==> config.mk <==
export PLATFORM = sky130hd
export DESIGN_NAME = shape_job_sequencer
export DESIGN_NICKNAME = d
export VERILOG_FILES = /design/src/rtl/draw_pkg.sv /design/src/rtl/job_fifo.sv /design/src/rtl/shape_job_sequencer.sv
export SDC_FILE = /design/constraint.sdc
export NUM_CORES = 1
export LEC_CHECK = 0
export CAP_MARGIN = 20
export CORE_ASPECT_RATIO = 0.7
export CORE_MARGIN = 2
export CORE_UTILIZATION = 40
export DETAILED_ROUTE_END_ITERATION = 6
export DONT_BUFFER_PORTS = 1
export SYNTH_ARGS = -nofsm -noshare
export SYNTH_HDL_FRONTEND = slang
export SYNTH_SLANG_ARGS = --single-unit
==> constraint.sdc <==
create_clock -name clk -period 2.2 [get_ports clk]
set_input_delay 0.44 -clock clk [delete_from_list [all_inputs] [get_ports clk]]
set_output_delay 0.44 -clock clk [all_outputs]
set_load 0.005 [all_outputs]
==> src/rtl/draw_pkg.sv <==
// Shared types and screen constants for the shape-drawing job path.
//
// Contents:
//   job_t       - one queued draw job: colour, centre (cx, cy) and radius (26 bits)
//   seq_state_t - state encoding of the job sequencer FSM
//   SCREEN_W/H  - visible screen size; pixels at or beyond these are clipped
package draw_pkg;

    localparam logic [7:0] SCREEN_W = 8'd160;
    localparam logic [6:0] SCREEN_H = 7'd120;

    typedef struct packed {
        logic [2:0] colour;
        logic [7:0] cx;
        logic [6:0] cy;
        logic [7:0] radius;
    } job_t;

    typedef enum logic [1:0] {
        IDLE    = 2'd0,
        LOAD    = 2'd1,
        START   = 2'd2,
        RELEASE = 2'd3
    } seq_state_t;

endpackage

==> src/rtl/job_fifo.sv <==
// Synchronous FIFO of draw jobs with a registered occupancy count.
//
// Ports:
//   clk, rst    - system clock, synchronous active-high reset (flushes the FIFO)
//   push        - write push_data this cycle (ignored when full)
//   push_data   - job to enqueue
//   pop         - drop the head entry this cycle (ignored when empty)
//   head        - oldest entry, visible combinationally
//   full, empty - decoded from the registered count
module job_fifo
    import draw_pkg::*;
#(
    parameter int DEPTH = 4
) (
    input  logic clk,
    input  logic rst,
    input  logic push,
    input  job_t push_data,
    input  logic pop,
    output job_t head,
    output logic full,
    output logic empty
);

    localparam int AW = $clog2(DEPTH);
    localparam logic [AW:0] FULL_COUNT = (AW+1)'(DEPTH);

    job_t          mem_q [DEPTH];
    job_t          mem_d [DEPTH];
    logic [AW-1:0] wr_ptr_q, wr_ptr_d;
    logic [AW-1:0] rd_ptr_q, rd_ptr_d;
    logic [AW:0]   count_q, count_d;
    logic          do_push, do_pop;

    assign full    = (count_q == FULL_COUNT);
    assign empty   = (count_q == '0);
    assign do_push = push && !full;
    assign do_pop  = pop && !empty;
    assign head    = mem_q[rd_ptr_q];

    // Pointers wrap naturally because DEPTH is a power of two.
    always_comb begin
        mem_d    = mem_q;
        wr_ptr_d = wr_ptr_q;
        rd_ptr_d = rd_ptr_q;
        count_d  = count_q;
        if (do_push) begin
            mem_d[wr_ptr_q] = push_data;
            wr_ptr_d        = wr_ptr_q + AW'(1);
        end
        if (do_pop) begin
            rd_ptr_d = rd_ptr_q + AW'(1);
        end
        case ({do_push, do_pop})
            2'b10:   count_d = count_q + (AW+1)'(1);
            2'b01:   count_d = count_q - (AW+1)'(1);
            default: count_d = count_q;
        endcase
    end

    always_ff @(posedge clk) begin
        if (rst) begin
            wr_ptr_q <= '0;
            rd_ptr_q <= '0;
            count_q  <= '0;
        end else begin
            wr_ptr_q <= wr_ptr_d;
            rd_ptr_q <= rd_ptr_d;
            count_q  <= count_d;
        end
    end

    // Storage needs no reset: an entry is only read after it has been written.
    always_ff @(posedge clk) begin
        mem_q <= mem_d;
    end

endmodule

==> src/rtl/shape_job_sequencer.sv <==
// Queues shape-draw jobs and runs them one at a time through a shared shape
// engine, clipping the engine's pixels to the screen before the VGA adapter.
//
// Ports:
//   clk, rst                     - system clock, synchronous active-high reset
//   job_valid/job_ready          - job offer handshake; accepted on valid && ready
//   job_colour/cx/cy/radius      - job parameters
//   eng_start                    - level start to the engine (high only in START)
//   eng_colour/cx/cy/radius      - latched job parameters, stable while eng_start=1
//   eng_done                     - engine done, held until eng_start drops
//   eng_x/eng_y/eng_colour_o     - engine pixel
//   eng_plot                     - engine pixel strobe
//   vga_x/vga_y/vga_colour       - registered pixel to the adapter
//   vga_plot                     - registered, clipped plot strobe
//   busy                         - jobs pending or a job in flight
//   jobs_done                    - completed job count, wraps at 16 bits
module shape_job_sequencer
    import draw_pkg::*;
#(
    parameter int DEPTH = 4
) (
    input  logic        clk,
    input  logic        rst,
    input  logic        job_valid,
    output logic        job_ready,
    input  logic [2:0]  job_colour,
    input  logic [7:0]  job_cx,
    input  logic [6:0]  job_cy,
    input  logic [7:0]  job_radius,
    output logic        eng_start,
    output logic [2:0]  eng_colour,
    output logic [7:0]  eng_cx,
    output logic [6:0]  eng_cy,
    output logic [7:0]  eng_radius,
    input  logic        eng_done,
    input  logic [7:0]  eng_x,
    input  logic [6:0]  eng_y,
    input  logic [2:0]  eng_colour_o,
    input  logic        eng_plot,
    output logic [7:0]  vga_x,
    output logic [6:0]  vga_y,
    output logic [2:0]  vga_colour,
    output logic        vga_plot,
    output logic        busy,
    output logic [15:0] jobs_done
);

    seq_state_t  state_q, state_d;
    job_t        eng_job_q, eng_job_d;
    logic [15:0] jobs_done_q, jobs_done_d;
    logic        vga_plot_q, vga_plot_d;
    logic [7:0]  vga_x_q, vga_x_d;
    logic [6:0]  vga_y_q, vga_y_d;
    logic [2:0]  vga_colour_q, vga_colour_d;

    job_t job_in;
    job_t fifo_head;
    logic fifo_full, fifo_empty;
    logic push, pop;

    assign job_in    = '{colour: job_colour, cx: job_cx, cy: job_cy, radius: job_radius};
    assign job_ready = !fifo_full;
    assign push      = job_valid && job_ready;

    // The running job stays at the FIFO head until RELEASE completes, so the
    // FIFO count includes it and job_ready reflects that slot as occupied.
    job_fifo #(
        .DEPTH (DEPTH)
    ) u_fifo (
        .clk       (clk),
        .rst       (rst),
        .push      (push),
        .push_data (job_in),
        .pop       (pop),
        .head      (fifo_head),
        .full      (fifo_full),
        .empty     (fifo_empty)
    );

    // A done already high on entry to START is treated like a fresh one;
    // RELEASE still waits for it to fall, so each job is counted exactly once.
    always_comb begin
        state_d     = state_q;
        eng_job_d   = eng_job_q;
        jobs_done_d = jobs_done_q;
        pop         = 1'b0;
        case (state_q)
            IDLE: begin
                if (!fifo_empty) state_d = LOAD;
            end
            LOAD: begin
                eng_job_d = fifo_head;
                state_d   = START;
            end
            START: begin
                if (eng_done) state_d = RELEASE;
            end
            RELEASE: begin
                if (!eng_done) begin
                    pop         = 1'b1;
                    jobs_done_d = jobs_done_q + 16'd1;
                    state_d     = IDLE;
                end
            end
            default: state_d = IDLE;
        endcase
    end

    // Pixels are forwarded only while the engine is actually drawing; anything
    // off-screen or emitted after done is dropped rather than wrapped.
    always_comb begin
        vga_plot_d   = eng_plot && (eng_x < SCREEN_W) && (eng_y < SCREEN_H)
                       && (state_q == START);
        vga_x_d      = eng_x;
        vga_y_d      = eng_y;
        vga_colour_d = eng_colour_o;
    end

    always_ff @(posedge clk) begin
        if (rst) begin
            state_q      <= IDLE;
            eng_job_q    <= '0;
            jobs_done_q  <= '0;
            vga_plot_q   <= 1'b0;
            vga_x_q      <= '0;
            vga_y_q      <= '0;
            vga_colour_q <= '0;
        end else begin
            state_q      <= state_d;
            eng_job_q    <= eng_job_d;
            jobs_done_q  <= jobs_done_d;
            vga_plot_q   <= vga_plot_d;
            vga_x_q      <= vga_x_d;
            vga_y_q      <= vga_y_d;
            vga_colour_q <= vga_colour_d;
        end
    end

    assign eng_start  = (state_q == START);
    assign eng_colour = eng_job_q.colour;
    assign eng_cx     = eng_job_q.cx;
    assign eng_cy     = eng_job_q.cy;
    assign eng_radius = eng_job_q.radius;
    assign vga_plot   = vga_plot_q;
    assign vga_x      = vga_x_q;
    assign vga_y      = vga_y_q;
    assign vga_colour = vga_colour_q;
    assign busy       = (state_q != IDLE) || !fifo_empty;
    assign jobs_done  = jobs_done_q;

endmodule

==> results_dict.tcl <==
set metrics [dict create \
    p_per_area_nw_per_um2 998.2 \
    power.leakage_nw 2.609 \
    async_reset_ff_share_pct 0 \
    drive_gt1_share_pct 19.77 \
    yosys_warnings 0 \
    drt_pass1_iterations 4 \
    placed_cells 627 \
    track_usage_pct 14.16 \
    max_freq_mhz 456.7 \
    power_switching_mw 1.811 \
    worst_pin_slew_ns 0.7698 \
    numCtsBuffers 17 \
    drv_slew 0 \
    p_int_mw 5.724 \
    die_height_um 111.4 \
    grt.overflow.total 0 \
    cts.clk_slew.worst_paths_ns 0.07 \
    ys_ff_latch 174 \
    fin_cells 665 \
    vdd_ir_drop_max_v 0.0004813 \
    grt_pass1_wl_um 18220 \
    period_minus_slack_ns 2.190 \
    start_kind "register" \
    rsz0062_at_grt "true" \
    ant_nets 0 \
    avgSynthCellArea_um2 16.20 \
    die_area_um2 17540 \
    maxCapViolCount 0 \
    num_vias 3249 \
    clock_sinks 174 \
    grt_max_degree 71 \
    run_status "finished clean" \
    clk_latency_ns 0.42 \
    synth.net_count 468 \
    portBuffers 0 \
    reg2reg_from "u_fifo.count_q[0]$_SDFFE_PP0P_" \
    timing.reg2reg.worst_path_depth 9 \
    nets 488 \
    gp_congestion 0.6991 \
    cts_root_buffer "clkbuf_16" \
    arrival_ns 2.53 \
    synth_area_leader_cell "edfxtp_1" \
    first_global_vias 3241 \
    hold_end "jobs_done[3]$_SDFFE_PP0P_" \
    final_area_um2 7548 \
    hold_violations 0 \
    synth_area_leaders "edfxtp_1 47%, dfxtp_1 21%, mux4_1 6.0%, mux2i_1 4.4%, mux4_2 3.8%" \
    io_pins 113 \
    synth_area_um2 6593 \
    crit_fanout 2 \
    r2r-end "u_fifo.count_q[2]$_SDFFE_PP0P_" \
    r2r_slack_ns 0.01 \
    yosysSeqAreaShare_pct 68.63 \
    routed_wl_um 11780 \
    fin_ws_ns 0.01034 \
    fillers 1413 \
    dpl.hpwl_um 7269 \
    setup_tns_ns 0 \
    critPathCaptureType "register" \
    hold_depth 1 \
    synth.top_cell.area_share_pct 47.37 \
    wl_per_cell_um 17.71 \
    postLayoutCoreUtil_pct 46.59 \
    die_w_um 157.4 \
    min-delay-start "rst" \
    yosysUniqueCellTypes 41 \
    clkPwrFrac_pct 38.4 \
    finalSetupViolations 0 \
    cts_tree "done" \
    start_util_pct 40.69 \
    ys.flop_type "edfxtp_1" \
    core_um2 16200 \
    via_per_inst 4.886 \
    row_count 39 \
    period_share_pct 99.53 \
    skew_ns 0.007626 \
    area.growth.synth_to_final_pct 14.50 \
    n_antenna_cell 0 \
    combPwrFrac_pct 10.6 \
    drc 0 \
    synth_edf_count 104 \
    relSlewSlack_pct 48.68 \
    detail_route.iter0.violations 165 \
    sequentialPowerShare_pct 51.0 \
    min-delay-path-class "input pin to register" \
    crit_type "register to register" \
    antenna_found_initial 0 \
    place_area_um2 6910 \
    htree_levels 4 \
    switching_share_pct 24.04 \
    dpl_worst_slack_ns -0.04512 \
    cp.required_ns 2.54 \
    cts.path.max_buffers 2 \
    syn_inst 407 \
]
-- through the flow --
stage | hold slack, ns | total power [mW]
floorplan | 0.4692 | 4.489
global placement | 0.5044 | 4.687
detailed placement | 0.4848 | 4.708
CTS | 0.06312 | 7.620
global route | 0.05873 | 7.899
finish | 0.09122 | 7.535
-- sequential cells by signal, summed over array words and instances (netlist names), 2 cells and up --
signal,count
u_fifo.mem_q,104
jobs_done,16
eng_cx,8
eng_radius,8
vga_x,8
eng_cy,7
vga_y,7
eng_colour,3
u_fifo.count_q,3
vga_colour,3
state_q,2
u_fifo.rd_ptr_q,2
u_fifo.wr_ptr_q,2
-- routing by layer --
layer / global-route usage (%) / wire (um) / up-vias
li1: - / - / 1556
met1: 17.46 / 5238 / 1612
met2: 22.21 / 5617 / 71
met3: 6.228 / 789 / 10
met4: 5.091 / 130 / 0
met5: 0 / 0 / -
-- worst max-delay path, cell delays in order, from the launching register on --
cell     delay (ns)
dfxtp_2        0.32
or3b_4         0.39
and2_4         0.16
inv_4          0.06
ha_4           0.13
inv_2          0.04
fa_2           0.35
xor2_1         0.17
or3_1          0.38
a21oi_1        0.12
-- power groups by stage --
stage | Sequential [mW] | Combinational [mW] | Clock, mW
after global routing | 3.87 | 0.893 | 3.14
after global placement | 3.91 | 0.778 | 0
after CTS | 3.85 | 0.793 | 2.98
after floorplan | 3.88 | 0.610 | 0
final | 3.84 | 0.802 | 2.89
after detailed placement | 3.92 | 0.790 | 0
-- kinds of logic (layout without fill, tap and decap cells) --
kind of cell | after synthesis | in the layout | share of synthesized area, %
muxes | 55 | 55 | 14.14
xor gates and xnor gates | 17 | 17 | 2.258
and+or+nand+nor | 106 | 106 | 8.882
adders and majority gates | 12 | 12 | 2.391
buffers and inverters | 29 | 62 | 2.372
AOI/OAI and AO/OA | 14 | 14 | 1.329
DFF | 174 | 174 | 68.63
-- cells in the mapped netlist (2+ instances only) --
| library cell | count |
|---|---|
| a21oi_1 | 6 |
| and3_1 | 4 |
| buf_12 | 2 |
| buf_2 | 6 |
| clkbuf_1 | 8 |
| dfxtp_1 | 70 |
| edfxtp_1 | 104 |
| ha_1 | 11 |
| inv_1 | 12 |
| mux2i_1 | 29 |
| mux4_1 | 15 |
| mux4_2 | 11 |
| nand2_1 | 9 |
| nand3_1 | 2 |
| nand4_1 | 5 |
| nor2_1 | 46 |
| nor2b_1 | 19 |
| nor3_1 | 5 |
| nor4_1 | 3 |
| o21ai_0 | 3 |
| or3_1 | 2 |
| xnor2_1 | 10 |
| xor2_1 | 7 |
-- cell type report --
| class | instances | area, um^2 | share of cell area, % |
|---|---|---|---|
| inverters | 12 | 47.55 | 0.6299 |
| repair buffers | 18 | 172.7 | 2.287 |
| flip-flops and latches | 174 | 4532 | 60.04 |
| clock inverters | 13 | 127.6 | 1.691 |
| multi-input cells | 204 | 1944 | 25.76 |
| well taps | 225 | 281.5 | 3.729 |
| clock buffers | 19 | 442.9 | 5.868 |
-- worst max path at each step --
stage,startpoint,end,cells past startpoint
3_3_place_gp,u_fifo.count_q[1]$_SDFFE_PP0P_,u_fifo.count_q[2]$_SDFFE_PP0P_,9
4_1_cts,u_fifo.count_q[1]$_SDFFE_PP0P_,u_fifo.count_q[2]$_SDFFE_PP0P_,9
6_report,u_fifo.count_q[0]$_SDFFE_PP0P_,u_fifo.count_q[2]$_SDFFE_PP0P_,9
2_1_floorplan,u_fifo.count_q[1]$_SDFFE_PP0P_,u_fifo.count_q[2]$_SDFFE_PP0P_,9
5_1_grt,u_fifo.count_q[0]$_SDFFE_PP0P_,u_fifo.count_q[2]$_SDFFE_PP0P_,9
3_5_place_dp,u_fifo.count_q[1]$_SDFFE_PP0P_,u_fifo.count_q[2]$_SDFFE_PP0P_,9
-- repair_timing --
| item | CTS | global route |
|---|---|---|
| endpoints found under the setup margin | 1 | 1 |
| hold buffers | 0 | 0 |
| resized for setup | 2 | 8 |
| pin swaps | 0 | 7 |
| setup buffers | 1 | 5 |
-- cell usage in the layout, fill, tap and decap left out, types with 5 or more instances in the layout --
cell type	netlist	layout
ha_1	11	8
xor2_1	7	7
mux2i_1	29	29
clkbuf_16	0	17
dfxtp_2	0	6
edfxtp_1	104	104
mux4_1	15	15
nor2b_1	19	18
nand4_1	5	5
inv_6	0	5
a21oi_1	6	6
dfxtp_1	70	64
nor2_1	46	46
buf_4	0	15
nand2_1	9	9
xnor2_1	10	10
mux4_2	11	11
inv_1	12	10
nor3_1	5	5
Note: power is estimated with default switching activity, not from simulation.
